<file path="config.mk">
export PLATFORM = sky130hd
export DESIGN_NAME = stopwatch_ctrl
export DESIGN_NICKNAME = d
export VERILOG_FILES = /design/src/rtl/stopwatch_ctrl.sv
export SDC_FILE = /design/constraint.sdc
export NUM_CORES = 1
export LEC_CHECK = 0
export CAP_MARGIN = 25
export CELL_PAD_IN_SITES_DETAIL_PLACEMENT = 0
export CELL_PAD_IN_SITES_GLOBAL_PLACEMENT = 1
export CORE_UTILIZATION = 49
export CTS_CLUSTER_SIZE = 12
export DETAILED_ROUTE_END_ITERATION = 8
export GPL_TIMING_DRIVEN = 0
export PLACE_DENSITY_LB_ADDON = 0.1
export SETUP_SLACK_MARGIN = 0.02
export SYNTH_ARGS = -nofsm -noshare
export SYNTH_HDL_FRONTEND = slang
export SYNTH_SLANG_ARGS = --single-unit
</file>
<file path="constraint.sdc">
create_clock -name clk -period 6.3 [get_ports clk]
set_input_delay 1.575 -clock clk [delete_from_list [all_inputs] [get_ports clk]]
set_output_delay 1.575 -clock clk [all_outputs]
set_load 0.02 [all_outputs]
</file>
<file path="src/rtl/stopwatch_ctrl.sv">
// stopwatch_ctrl: start/stop/lap stopwatch with prescaled elapsed counter and a small lap-record memory.
module stopwatch_ctrl #(
  parameter int TICK_DIV = 100000,
  parameter int CNT_W = 16,
  parameter int LAP_DEPTH = 4,
  localparam int IDX_W = LAP_DEPTH > 1 ? $clog2(LAP_DEPTH) : 1,
  localparam int LC_W = $clog2(LAP_DEPTH + 1),
  localparam int DIV_W = $clog2(TICK_DIV)
) (
  input  logic             clk,
  input  logic             reset,
  input  logic             btn_ss,
  input  logic             btn_lap,
  input  logic [IDX_W-1:0] lap_rd_idx,
  output logic             count_enable,
  output logic             led_en,
  output logic [CNT_W-1:0] elapsed,
  output logic [CNT_W-1:0] display,
  output logic [LC_W-1:0]  lap_count,
  output logic             lap_full,
  output logic [CNT_W-1:0] lap_rd_data
);
  typedef enum logic [1:0] {IDLE = 2'b00, RUN = 2'b01, PAUSE = 2'b10, LAP = 2'b11} state_t;
  state_t state, nxt;
  logic ss_prev, lap_prev, ss_p, lap_p, clear, tick, lap_go, lap_wr;
  logic [DIV_W-1:0] div, div_nxt;
  logic [CNT_W-1:0] el_nxt;
  logic [CNT_W-1:0] mem [LAP_DEPTH];
  assign ss_p = btn_ss & ~ss_prev;
  assign lap_p = btn_lap & ~lap_prev;
  assign led_en = count_enable;
  assign lap_full = lap_count == LC_W'(LAP_DEPTH);
  always_comb begin
    nxt = state;
    case (state)
      IDLE:    nxt = ss_p ? RUN : IDLE;
      RUN:     nxt = ss_p ? PAUSE : lap_p ? LAP : RUN;
      LAP:     nxt = ss_p ? PAUSE : lap_p ? RUN : LAP;
      default: nxt = ss_p ? RUN : lap_p ? IDLE : PAUSE;
    endcase
  end
  assign clear = state == PAUSE && nxt == IDLE;
  assign tick = count_enable && div == DIV_W'(TICK_DIV - 1);
  assign div_nxt = clear || tick ? '0 : count_enable ? div + DIV_W'(1) : div;
  assign el_nxt = clear ? '0 : tick ? elapsed + CNT_W'(1) : elapsed;
  // Only RUN can enter LAP, so lap_go marks the capture edge.
  assign lap_go = state == RUN && nxt == LAP;
  assign lap_wr = !reset && lap_go && !lap_full;
  always_ff @(posedge clk) begin
    if (reset) begin
      state <= IDLE;
      ss_prev <= 1'b1;
      lap_prev <= 1'b1;
      count_enable <= 1'b0;
      div <= '0;
      elapsed <= '0;
      display <= '0;
      lap_count <= '0;
      lap_rd_data <= '0;
    end else begin
      state <= nxt;
      ss_prev <= btn_ss;
      lap_prev <= btn_lap;
      count_enable <= nxt == RUN || nxt == LAP;
      div <= div_nxt;
      elapsed <= el_nxt;
      display <= nxt == LAP ? (lap_go ? elapsed : display) : el_nxt;
      lap_count <= clear ? '0 : lap_wr ? lap_count + LC_W'(1) : lap_count;
      lap_rd_data <= int'(lap_rd_idx) < int'(lap_count) ? mem[lap_rd_idx] : '0;
    end
  end
  always_ff @(posedge clk)
    if (lap_wr) mem[lap_count[IDX_W-1:0]] <= elapsed;
endmodule
</file>
# Yosys cells after proc, flatten, opt, wreduce, memory -nomap -nowiden
# Memory sizes are Yosys's and may differ from the RTL's. A register that Yosys moved wholly into a read port is not among the register bits.
# Index checks and enable logic that the tools add are counted.
# Widths: inputs -> output; s select.
# op_classes
n_addsub,3
magnitude_cmp,1
eq_ne,8
n_mux,14
bitwise_logic,5
reduce_logical,14
# ops
operator,count
$mux 16,4
$add 17x1->17 const B,1
$eq 17x17->1 const B,1
$add 16x1->16 const B,1
$mux 2,6
$eq 2x2->1 const B,3
$pmux 2 s3,1
$reduce_or 2->1,3
$logic_and 1x1->1,5
$eq 2x1->1 const B,2
$logic_not 2->1,2
$add 3x1->3 const B,1
$eq 3x3->1 const B,1
$lt 2x3->1,1
$mux 1,3
$not 1->1,3
$and 1x1->1,2
$logic_not 1->1,2
$logic_or 1x1->1,2
$ne 2x2->1 const B,1
# word_totals
ff_bits,57
ramBits,64
input_bits,6
out_inout_bits,54
elab_cells,54
n_memories,1
# memory_table
name,depth,word_bits,read_ports,rd_ports_with_merged_regs,wr,line,rtl
mem,4,16,1,1,1,28,logic [CNT_W-1:0] mem [LAP_DEPTH];

# Depth between registers and ports, before layout
# Gate-level depths: netlist (run 1).
# depth
depth_word,11
mapped_depth,8
ltp_nobuf,7

# Worst setup path before layout (run 1)
# OpenSTA, ideal clock, no wires.
# synth_path
path_type,input to register
from,in btn_lap
to,"mem mem[3][0], enable pin"
setup_time_ps,375
t_arrival_ps,2804
required_ps,5925
path_slack_ps,3121
cell_stages,3
n_path_buf,0
path_cell_list,or3b_1 nor4b_2 and2_1
# synth_between
elab_chain_cells,10
word_cells_on_any_way,14
classes_between,eq/ne: 1; mux: 9; bitwise: 1; reduce/logical: 3
# synth_lines
element,line,rtl
"start, declared",13,"input logic btn_lap,"
$and 1x1->1 *,30,assign lap_p = btn_lap & ~lap_prev;
"$mux 2, on equally long branches (2 in series)","39, 37, 38",
$pmux 2 s3 *,35,case (state)
$eq 2x2->1 *,47,assign lap_go = state == RUN && nxt == LAP;
$logic_and 1x1->1 *,47,
$logic_and 1x1->1 * (2 in series),48,assign lap_wr = !reset && lap_go && !lap_full;
$mux 1 *,73,if (lap_wr) mem[lap_count[IDX_W-1:0]] <= elapsed;
$mux 1 (implied by the code) *,73,
"end, declared",28,
# Every way passes the cells marked *; elsewhere a longest branch is shown, timed or not.

# Worst setup path after layout (run 1)
# layout_path
from,reg lap_count[0]
to,out lap_full
# layout_between
elab_chain_cells,1
# layout_lines
element,line,rtl
"start, declared",19,"output logic [LC_W-1:0] lap_count,"
"start signal, assigned",68,lap_count <= clear ? '0 : lap_wr ? lap_count + LC_W'(1) : lap_count;
$eq 3x3->1,32,assign lap_full = lap_count == LC_W'(LAP_DEPTH);
"end, declared",20,"output logic lap_full,"
# No other way between the ends.

==> impl_metrics.prom, run 1 <==
# TYPE chip_impl_metric gauge
chip_impl_metric{name="drive_gt1_share",unit="%"} 13.2
chip_impl_metric{name="routabilityCongestion",unit=""} 0.767
chip_impl_metric{name="diode_insertion_count_for_antenna_repair",unit=""} 0
chip_impl_metric{name="library_cells_used_by_synthesis",unit=""} 48
chip_impl_metric{name="drt_iter0_drc",unit=""} 243
chip_impl_metric{name="max_cap_viol_count",unit=""} 0
chip_impl_metric{name="clock_tree_sinks",unit=""} 137
chip_impl_metric{name="totalNegativeSetupSlack",unit="ps"} 0
chip_impl_metric{name="share_clk_of_total_power",unit="%"} 48.7
chip_impl_metric{name="wirelength_per_cell",unit="um"} 16.7
chip_impl_metric{name="top_level_ports",unit=""} 60
chip_impl_metric{name="max_slew_margin",unit="%"} 38.9
chip_impl_info{name="worst_hold_path_type",value="flip-flop to flip-flop"} 1
chip_impl_metric{name="grt.total_usage",unit="%"} 20.6
chip_impl_metric{name="slowest_delay",unit="ps"} 530
chip_impl_info{name="timing.critical_path.cells",value="inv_1, ha_1, and2_1, clkdlybuf4s50_1"} 1
chip_impl_metric{name="port_bufs",unit=""} 58
chip_impl_metric{name="postSynthRegisterBits",unit=""} 137
chip_impl_info{name="dominantRegCellSynth",value="sky130_fd_sc_hd__dfxtp_1"} 1
chip_impl_metric{name="cts_max_path_buffers",unit=""} 2
chip_impl_metric{name="synth_warnings",unit=""} 0
chip_impl_metric{name="final_hold_viol_count",unit=""} 0
chip_impl_metric{name="max-vdd-ir-drop",unit="mV"} 0.179
chip_impl_metric{name="tritoncts.num_buffers",unit=""} 17
chip_impl_metric{name="grt_antenna_before_repair",unit=""} 0
chip_impl_metric{name="power_switching",unit="uW"} 398
chip_impl_info{name="status",value="complete, no violations"} 1
chip_impl_info{name="routed.top_layer",value="met4"} 1
chip_impl_metric{name="post-route-min-period",unit="ps"} 3560
chip_impl_metric{name="worst_pin_slew",unit="ps"} 914
chip_impl_metric{name="remaining_drc_errors",unit=""} 0
chip_impl_metric{name="synth_compound_area_share",unit="%"} 5.28
chip_impl_metric{name="synth_area",unit="um2"} 5410
chip_impl_metric{name="h-tree-depth",unit=""} 4
chip_impl_metric{name="drt-vias-per-instance",unit=""} 5.32
chip_impl_metric{name="min_period_over_period",unit="%"} 56.5
chip_impl_metric{name="r2r_setup_slack",unit="ps"} 3940
chip_impl_info{name="synth_area_leader_cell",value="sky130_fd_sc_hd__edfxtp_1"} 1
chip_impl_metric{name="via_count_of_the_first_global_routing_pass",unit=""} 3268
chip_impl_metric{name="sequential_share_of_power",unit="%"} 48.3
chip_impl_metric{name="crit_path_arrival_time",unit="ps"} 1990
chip_impl_metric{name="grt_start_max_net_pins",unit=""} 18
chip_impl_metric{name="power.density_cell_area",unit="nW/um2"} 286
chip_impl_metric{name="critPathMaxFanout",unit=""} 5
chip_impl_info{name="worstSetupStartpointType",value="flip-flop"} 1
chip_impl_metric{name="number_of_pins_with_negative_max_slew_slack_in_the_final_report",unit=""} 0
chip_impl_info{name="source_of_the_worst_register_to_register_timing_path",value="lap_count[0]"} 1
chip_impl_info{name="crit_path_start",value="lap_count[0]"} 1
chip_impl_metric{name="die-width",unit="um"} 107
chip_impl_metric{name="synthesized_instance_count",unit=""} 416
chip_impl_info{name="area_contributors_post_synth",value="sky130_fd_sc_hd__edfxtp_1, sky130_fd_sc_hd__dfxtp_1, sky130_fd_sc_hd__mux4_2"} 1
chip_impl_metric{name="clkSlewWorstSetupHoldPaths",unit="ps"} 60
chip_impl_metric{name="grt_first_pass_wirelength",unit="um"} 17300
chip_impl_metric{name="worst_ep_required_time",unit="ps"} 4720
chip_impl_metric{name="cts_resized",unit=""} 0
chip_impl_info{name="dominant_combinational_cell_family_by_area_after_synthesis",value="simple AND/OR/NAND/NOR gates"} 1
chip_impl_metric{name="synthArstFlopShare",unit="%"} 0
chip_impl_metric{name="cell_internal_pwr",unit="uW"} 1530
chip_impl_metric{name="combPwrFrac",unit="%"} 2.9
chip_impl_metric{name="power.switching_fraction",unit="%"} 20.6
chip_impl_metric{name="n_fill_cell",unit=""} 781
chip_impl_metric{name="final.setup_skew",unit="ps"} 5.97
chip_impl_metric{name="initial_utilization",unit="%"} 51.5
chip_impl_metric{name="post-cts-setup-buffers",unit=""} 0
chip_impl_metric{name="route.met2.wl",unit="um"} 5320
chip_impl_metric{name="worstSkewPairLatency",unit="ps"} 520
chip_impl_info{name="min_from",value="state[1]"} 1
chip_impl_metric{name="finish.instance_area",unit="um2"} 6730
chip_impl_metric{name="met3_length",unit="um"} 420
chip_impl_info{name="clock_tree.root_cell",value="sky130_fd_sc_hd__clkbuf_8"} 1
chip_impl_metric{name="route.final.wire_length",unit="um"} 10700
chip_impl_metric{name="floorplan.core_area",unit="um2"} 10500
chip_impl_metric{name="power.leakage",unit="uW"} 0.00228
chip_impl_metric{name="firstDrtPassIters",unit=""} 5
chip_impl_metric{name="cts-hold-fix-buffers",unit=""} 0
chip_impl_metric{name="yosys.area_share.adder",unit="%"} 1.62
chip_impl_metric{name="sequential_element_share_of_the_synthesized_area",unit="%"} 62.6
chip_impl_metric{name="rows",unit=""} 37
chip_impl_metric{name="timing.reg2reg.worst_path_depth",unit=""} 5
chip_impl_info{name="timing.critical_path.slowest_stage_cell",value="sky130_fd_sc_hd__clkdlybuf4s50_1"} 1
chip_impl_metric{name="placedInstanceArea",unit="um2"} 6160
chip_impl_metric{name="chipHeight",unit="um"} 107
chip_impl_metric{name="max_freq",unit="GHz"} 0.281
chip_impl_metric{name="dieArea",unit="um2"} 11500
chip_impl_info{name="cts_tree",value="built"} 1
chip_impl_metric{name="design.final.nets",unit=""} 507
chip_impl_metric{name="syn_nets",unit=""} 429
chip_impl_info{name="worst-setup-path-type",value="flip-flop to output pin"} 1
chip_impl_metric{name="yosys.area_share.simple",unit="%"} 16.2
chip_impl_metric{name="synth-edff-count",unit=""} 64
chip_impl_metric{name="fraction_of_synthesized_area_in_multiplexers",unit="%"} 7.22
chip_impl_metric{name="hold_depth",unit=""} 2
chip_impl_info{name="cp_endpoint_kind",value="output pin"} 1
chip_impl_metric{name="drtAntennaViolNets",unit=""} 0
chip_impl_metric{name="area.growth.synth_to_final",unit="%"} 24.4
chip_impl_metric{name="synth_top_area_share",unit="%"} 35.5
chip_impl_info{name="grt_setup_unrepaired",value="false"} 1
chip_impl_metric{name="detail_route.wirelength.met1",unit="um"} 4860
chip_impl_metric{name="total_number_of_vias",unit=""} 3419
chip_impl_metric{name="synth_xor_area_share",unit="%"} 5.18
chip_impl_metric{name="postSynthAreaPerCell",unit="um2"} 13.0
chip_impl_metric{name="grt.overflow.total",unit=""} 0
chip_impl_metric{name="detailedPlacementHpwl",unit="um"} 7120
chip_impl_metric{name="setup_viol",unit=""} 0
==> worst paths after layout <==
path / endpoint
min reg2reg: state[1]
min: state[1]
max: lap_full
max reg2reg: mem[3][12]
==> cells in the mapped netlist, types with 9 or more instances <==
library cell,instances
sky130_fd_sc_hd__nor2b_1,19
sky130_fd_sc_hd__nor2_1,43
sky130_fd_sc_hd__o22ai_1,14
sky130_fd_sc_hd__xor2_1,9
sky130_fd_sc_hd__dfxtp_1,73
sky130_fd_sc_hd__nand3_1,12
sky130_fd_sc_hd__xnor2_1,23
sky130_fd_sc_hd__and2_1,9
sky130_fd_sc_hd__a22oi_1,15
sky130_fd_sc_hd__nand4_1,11
sky130_fd_sc_hd__edfxtp_1,64
sky130_fd_sc_hd__mux4_2,16
sky130_fd_sc_hd__nand2_1,16
==> metal layers <==
layer  vias up  global-route usage (%)
met5         -                       0
met4         0                    8.02
met3        12                    5.53
met2        73                    33.5
met1      1645                    26.1
li1       1689                       -
==> flip-flops by register name, summed over array words and instances (netlist names), 2 cells and up <==
register,cells
display,16
div,17
lap_count,3
lap_rd_data,16
elapsed,16
state,2
mem,64
==> power by group through the flow <==
stage	clock [uW]	combinational (uW)	sequential, uW
finish	938	56.1	931
detailed placement	0	56.7	950
floorplan	0	33.5	954
global placement	0	56.4	950
CTS	952	57.0	931
global route	993	61.6	931
==> through the flow <==
stage          worst slack, ps  std cells  total power, uW  util (%)  hold WS, ps
6_report                  2740        643             1930      64.0          531
5_1_grt                   2630        643             1990      64.0          573
4_1_cts                   2720        642             1940      64.0          530
3_5_place_dp              2220        610             1010      58.6          521
3_3_place_gp              2210        610             1010      58.6          516
2_1_floorplan             3120        416              987         -          487
==> final cells by class <==
type	instances	area (um2)	share of cell area, %
Multi-Input combinational cell	255	1920	28.5
Tap cell	136	170	2.53
Buffer	17	78.8	1.17
Clock buffer	21	439	6.53
Sequential cell	137	3380	50.3
Timing Repair Buffer	59	586	8.70
Clock inverter	11	125	1.86
Inverter	7	26.3	0.391
==> worst max-delay path: cells and delay by family (launching register included) <==
family / cells / cell delay, ps
flops: 1 / 410
simple gates: 1 / 170
buf+inv: 2 / 640
fa+ha+maj: 1 / 240
==> logic make-up after synthesis <==
group                    Yosys count
adder cells (fa/ha/maj)            7
AO/OA/AOI/OAI                     44
buffers and inverters             24
AND/OR/NAND/NOR                  153
flip-flops                       137
multiplexers                      19
XOR/XNOR                          32
==> cells in the final DEF, fill, tap and decap left out, types with 3 or more instances in the layout <==
cell                              count
sky130_fd_sc_hd__clkdlybuf4s50_1     58
sky130_fd_sc_hd__inv_1                7
sky130_fd_sc_hd__xor2_1               9
sky130_fd_sc_hd__nand2b_1             5
sky130_fd_sc_hd__a22oi_1             15
sky130_fd_sc_hd__nor4_1               4
sky130_fd_sc_hd__nand4_1             11
sky130_fd_sc_hd__a21oi_1              8
sky130_fd_sc_hd__mux4_2              16
sky130_fd_sc_hd__nor2_1              43
sky130_fd_sc_hd__and4_1               3
sky130_fd_sc_hd__nand2_1             16
sky130_fd_sc_hd__mux2i_1              3
sky130_fd_sc_hd__xnor2_1             23
sky130_fd_sc_hd__ha_1                 7
sky130_fd_sc_hd__edfxtp_1            64
sky130_fd_sc_hd__dfxtp_1             73
sky130_fd_sc_hd__o22ai_1             14
sky130_fd_sc_hd__clkinv_2             3
sky130_fd_sc_hd__and3_1               3
sky130_fd_sc_hd__nand3_1             12
sky130_fd_sc_hd__or2_2                3
sky130_fd_sc_hd__nor2b_1             19
sky130_fd_sc_hd__and2_1               9
sky130_fd_sc_hd__buf_2                7
sky130_fd_sc_hd__clkbuf_1            10
sky130_fd_sc_hd__clkinv_4             4
sky130_fd_sc_hd__clkbuf_16           16
sky130_fd_sc_hd__nor3_1               7
(Power assumes the default switching activity.)
==> run 2, diff against run 1 <==
CORE_UTILIZATION = 46   (was 49)
clock period = 3.5 ns   (was 6.3 ns; I/O delays follow)
==> run 2 against run 1 <==
  * Clock power rose by 97%
  * Sequential share of layout area fell by 0.37 points
  * Global-route usage fell by 1.3 points
  * Via count rose by 2.8%
  * Clock skew fell by 1.3 ps
  * Non-clock buffer count fell by 1
  * Design area rose by 0.74%
  * Register-to-register slack got worse by 2800 ps
  * Worst hold slack improved by 10 ps
  * Sequential power rose by 80%
  * Total power rose by 88%
  * Combinational power rose by 80%
==> impl_metrics.prom, run 2 (same netlist as run 1, synthesis figures left out) <==
# TYPE chip_impl_metric gauge
chip_impl_info{name="status",value="complete, no violations"} 1
chip_impl_metric{name="rows",unit=""} 39
chip_impl_metric{name="totalNegativeSetupSlack",unit="ps"} 0
chip_impl_metric{name="initial_utilization",unit="%"} 47.4
chip_impl_metric{name="final_worst_setup_slack",unit="ps"} 563
chip_impl_metric{name="grt.overflow.total",unit=""} 0
chip_impl_metric{name="top_level_ports",unit=""} 60
chip_impl_metric{name="max-vdd-ir-drop",unit="mV"} 0.383
chip_impl_metric{name="max_freq",unit="GHz"} 0.340
chip_impl_metric{name="power.leakage",unit="uW"} 0.00230
chip_impl_metric{name="drtAntennaViolNets",unit=""} 0
chip_impl_metric{name="timing.reg2reg.worst_path_depth",unit=""} 5
chip_impl_metric{name="design.final.nets",unit=""} 506
chip_impl_metric{name="wirelength_per_cell",unit="um"} 16.9
chip_impl_metric{name="routabilityCongestion",unit=""} 0.761
chip_impl_metric{name="r2r_setup_slack",unit="ps"} 1090
chip_impl_metric{name="chipHeight",unit="um"} 110
chip_impl_info{name="critical_path.reg2reg.endpoint",value="mem[3][9]"} 1
chip_impl_metric{name="remaining_drc_errors",unit=""} 0
chip_impl_metric{name="worstSkewPairLatency",unit="ps"} 420
chip_impl_metric{name="clkSlewWorstSetupHoldPaths",unit="ps"} 60
chip_impl_metric{name="grt_antenna_before_repair",unit=""} 0
chip_impl_info{name="timing.critical_path.slowest_stage_cell",value="sky130_fd_sc_hd__and2_1"} 1
chip_impl_metric{name="tritoncts.num_buffers",unit=""} 17
chip_impl_metric{name="die-width",unit="um"} 110
chip_impl_metric{name="drive_gt1_share",unit="%"} 13.0
chip_impl_info{name="grt_setup_unrepaired",value="false"} 1
chip_impl_metric{name="crit_path_arrival_time",unit="ps"} 2980
chip_impl_metric{name="clock_tree_sinks",unit=""} 137
chip_impl_metric{name="worst_pin_slew",unit="ps"} 972
chip_impl_metric{name="route.final.wire_length",unit="um"} 11000
chip_impl_info{name="cts_tree",value="built"} 1
chip_impl_info{name="clock_tree.root_cell",value="sky130_fd_sc_hd__clkbuf_16"} 1
chip_impl_metric{name="min_period_over_period",unit="%"} 83.9
chip_impl_metric{name="number_of_pins_with_negative_max_slew_slack_in_the_final_report",unit=""} 0
chip_impl_metric{name="final_hold_viol_count",unit=""} 0
chip_impl_metric{name="worst_ep_required_time",unit="ps"} 3540
chip_impl_metric{name="via_count_of_the_first_global_routing_pass",unit=""} 3444
chip_impl_metric{name="area.growth.synth_to_final",unit="%"} 25.3
chip_impl_metric{name="setup_viol",unit=""} 0
chip_impl_metric{name="cts-hold-fix-buffers",unit=""} 0
chip_impl_metric{name="diode_insertion_count_for_antenna_repair",unit=""} 0
chip_impl_info{name="worst-setup-path-type",value="input pin to flip-flop"} 1
chip_impl_metric{name="max_reg_flops",unit=""} 64
chip_impl_info{name="source_of_the_worst_register_to_register_timing_path",value="lap_count[0]"} 1
chip_impl_metric{name="firstDrtPassIters",unit=""} 4
chip_impl_metric{name="grt.total_usage",unit="%"} 19.2
chip_impl_metric{name="max_slew_margin",unit="%"} 34.5
chip_impl_metric{name="slowest_delay",unit="ps"} 770
chip_impl_info{name="mostFrequentLayoutCells",value="sky130_fd_sc_hd__dfxtp_1, sky130_fd_sc_hd__edfxtp_1, sky130_fd_sc_hd__clkdlybuf4s50_1"} 1
chip_impl_metric{name="power.density_cell_area",unit="nW/um2"} 534
chip_impl_metric{name="port_bufs",unit=""} 58
chip_impl_info{name="worst_hold_path_type",value="flip-flop to flip-flop"} 1
chip_impl_info{name="cp_endpoint_kind",value="flip-flop"} 1
chip_impl_metric{name="floorplan.core_area",unit="um2"} 11400
chip_impl_metric{name="cts_resized",unit=""} 0
chip_impl_info{name="worstSetupStartpointType",value="input pin"} 1
chip_impl_info{name="holdPathEnd",value="state[1]"} 1
chip_impl_metric{name="dieArea",unit="um2"} 12200
chip_impl_metric{name="hold_depth",unit=""} 2
chip_impl_metric{name="drt-vias-per-instance",unit=""} 5.41
chip_impl_metric{name="detailedPlacementHpwl",unit="um"} 7390
chip_impl_metric{name="post-route-min-period",unit="ps"} 2940
chip_impl_metric{name="critPathMaxFanout",unit=""} 17
chip_impl_info{name="layout.cells.most_common",value="sky130_fd_sc_hd__dfxtp_1"} 1
chip_impl_metric{name="drt_iter0_drc",unit=""} 225
chip_impl_metric{name="max_cap_viol_count",unit=""} 0
chip_impl_metric{name="grt_start_max_net_pins",unit=""} 18
chip_impl_metric{name="cts_max_path_buffers",unit=""} 2
chip_impl_metric{name="total_number_of_vias",unit=""} 3514
chip_impl_metric{name="post-cts-setup-buffers",unit=""} 0
chip_impl_metric{name="preCtsSetupSlack",unit="ps"} 87.0
chip_impl_metric{name="grt_first_pass_wirelength",unit="um"} 17800
chip_impl_info{name="min_from",value="state[1]"} 1
chip_impl_info{name="timing.critical_path.cells",value="clkdlybuf4s50_1, or3b_1, nor4b_2, and2_1"} 1
chip_impl_metric{name="h-tree-depth",unit=""} 4
chip_impl_metric{name="final.setup_skew",unit="ps"} 4.63
==> run 2: cell types whose count changed in the layout (fill, tap and decap cells not counted), sizes merged <==
| cell | previous run | this run |
|---|---|---|
| clkinvlp | 2 | 1 |
| bufinv | 2 | 4 |
| buf | 11 | 10 |
| clkbuf | 28 | 26 |
| clkinv | 7 | 8 |
==> run 2: layout make-up <==
type,instances,area [um2]
well taps,143,179
inverters,7,26.3
plain buffers,17,78.8
multi-input cells,255,1920
repair buffers,58,581
flip-flops and latches,137,3380
fillers,942,4640
clock buffers,19,433
clock inverters,13,178
==> run 2: how the worst max path moves through the flow <==
stage / startpoint / end / slack [ps] / cells past startpoint
2_1_floorplan: btn_lap / mem[3][0] / 1020 / 3
3_3_place_gp: btn_lap / mem[3][9] / 90 / 4
3_5_place_dp: btn_lap / lap_count[2] / 90 / 6
4_1_cts: btn_lap / mem[3][2] / 550 / 4
5_1_grt: btn_lap / lap_count[2] / 410 / 6
6_report: btn_lap / mem[3][9] / 560 / 4
==> run 2: metal layers <==
metal  global-route usage, %  vias to the layer above  part of all wire (%)
met3                    5.98                       14                   4.0
met1                    24.0                     1731                    47
met5                       0                        -                     0
li1                        -                     1692                     -
met4                    7.20                        0                   1.2
met2                    31.3                       77                    48
==> run 2: metrics by stage <==
| step | hold slack [ps] | instances | utilization (%) | cell area, um2 | total power (uW) |
|---|---|---|---|---|---|
| 3_5_place_dp | 531 | 617 | 54.0 | 6170 | 1810 |
| 2_1_floorplan | 487 | 416 | - | 5410 | 1780 |
| 6_report | 541 | 649 | 59.4 | 6780 | 3620 |
| 3_3_place_gp | 511 | 617 | 54.0 | 6170 | 1810 |
| 4_1_cts | 549 | 649 | 59.4 | 6780 | 3650 |
| 5_1_grt | 567 | 649 | 59.4 | 6780 | 3720 |
==> run 2: power by group <==
part           internal (uW)  leakage [uW]  switching [uW]
registers               1670       0.00118            4.27
clock network           1190      0.000298             660
logic                   47.0      0.000818            54.1
total                   2900       0.00230             718
==> run 2: critical path, delay by kind of cell <==
kind,cells,cell delay (ps)
and+or+nand+nor,3,1600
buffers and inverters,1,490
==> RTL edit: new RTL, config.mk and constraints of run 2 <==
`TICK_DIV`: 100000 -> 50000.
--- a/src/rtl/stopwatch_ctrl.sv
+++ b/src/rtl/stopwatch_ctrl.sv
@@ -2,3 +2,3 @@
 module stopwatch_ctrl #(
-  parameter int TICK_DIV = 100000,
+  parameter int TICK_DIV = 50000,
   parameter int CNT_W = 16,
Behaviour: same outputs for any inputs over 10 cycles, from zero or initial values and one cycle with reset high; that may be too few to reach the edited logic, so the function may still have changed.
==> RTL edit against run 2 <==
  * Synthesized cell count shrank 5.3%
  * Via count is 4.5% lower
  * Cell area decreased by 2.7%
  * Synthesized area is 3.0% lower
  * Total power shrank 0.85%
  * Critical path depth is 1 higher
  * First-iteration DRC count is 21% lower
  * Sequential cell count is 1 lower
  * Wire length decreased by 2.7%
  * Setup slack worse by 0.016 ns
==> RTL edit: results (changes against run 2) <==
CP arrival -> 2.99 ns (about the same)
Layout cells sized above 1 -> 12.84% (-0.21 points)
Met1 usage in global routing -> 25.60% (+1.6 points)
DRT iter0 DRCs -> 177 (-21%)
Total track usage -> 20.03% (+0.80 points)
Post-synth cell types -> 43 (-10%)
Synth Area in Compound Gates -> 5.439% (+0.16 points)
Worst path max stage delay -> 0.80 ns (+0.03 ns)
GR Util met2 -> 32.73% (+1.4 points)
DPL Wire Length -> 6812 um (-7.8%)
# fillers -> 897 (-4.8%)
Wire length on met2 -> 5184 um (-2.0%)
Synth Area in XOR/XNOR -> 5.510% (+0.33 points)
Metal-1 WL -> 4947 um (-3.0%)
Post-DP Area -> 5991 sq um (-2.9%)
Met3 usage -> 4.842% (-1.1 points)
Pwr dens -> 544.7 nW/um^2 (+1.9%)
Via count -> 3,356 (-4.5%)
Outcome -> completed
Routability congestion estimate -> 0.7632 (+0.30%)
Synth Area per Inst -> 13.31 sq um (+2.4%)
Sequential cell area -> 3363 sq um (-0.59%)
Nets -> 483 (-4.5%)
Signal inverters -> 4 (-3)
Top post-synthesis cells by area -> edfxtp_1 (37%), dfxtp_1 (27%), mux4_2 (6.9%)
Clk tree area frac -> 9.129% (+0.12 points)
Plain + repair buffers -> 77 (+2.7%)
Clk_skew -> 0.008308 ns (+0.003679 ns)
Area of the multi-input gates -> 1775 sq um (-7.5%)
Worst Tran Pin Value -> 1.024 ns (+0.05188 ns)
Buffer share of cell area -> 10.04% (+0.31 points)
-- RTL edit: cell types whose count changed after synthesis, sizes merged, moves of 4 or more --
cell,before,now
xor2,9,23
and2,9,2
clkbuf,7,14
buf,10,6
a21oi,8,3
nand2,16,12
nor3,8,4
xnor2,23,10
and3,3,13
-- RTL edit: path summary, 6_finish.rpt --
check / startpoint / to / slack, ns / cells past startpoint
worst max-delay path: btn_lap / mem[2][11]$_DFFE_PP_ / 0.55 / 5
worst min-delay path: display[2]$_SDFFE_PP0P_ / display[2]$_SDFFE_PP0P_ / 0.49 / 2
worst max register to register: lap_count[1]$_SDFFE_PP0P_ / lap_rd_data[3]$_SDFF_PP0_ / 1.16 / 6
worst min register to register: display[2]$_SDFFE_PP0P_ / display[2]$_SDFFE_PP0P_ / 0.49 / 2
-- RTL edit: where the power goes --
group          switching (uW)  leakage [uW]  internal (uW)  total, uW
clock                     697      0.000281           1130       1820
sequential               5.22       0.00117           1660       1670
combinational            54.3      0.000811           47.0        101
total                     757       0.00227           2830       3590
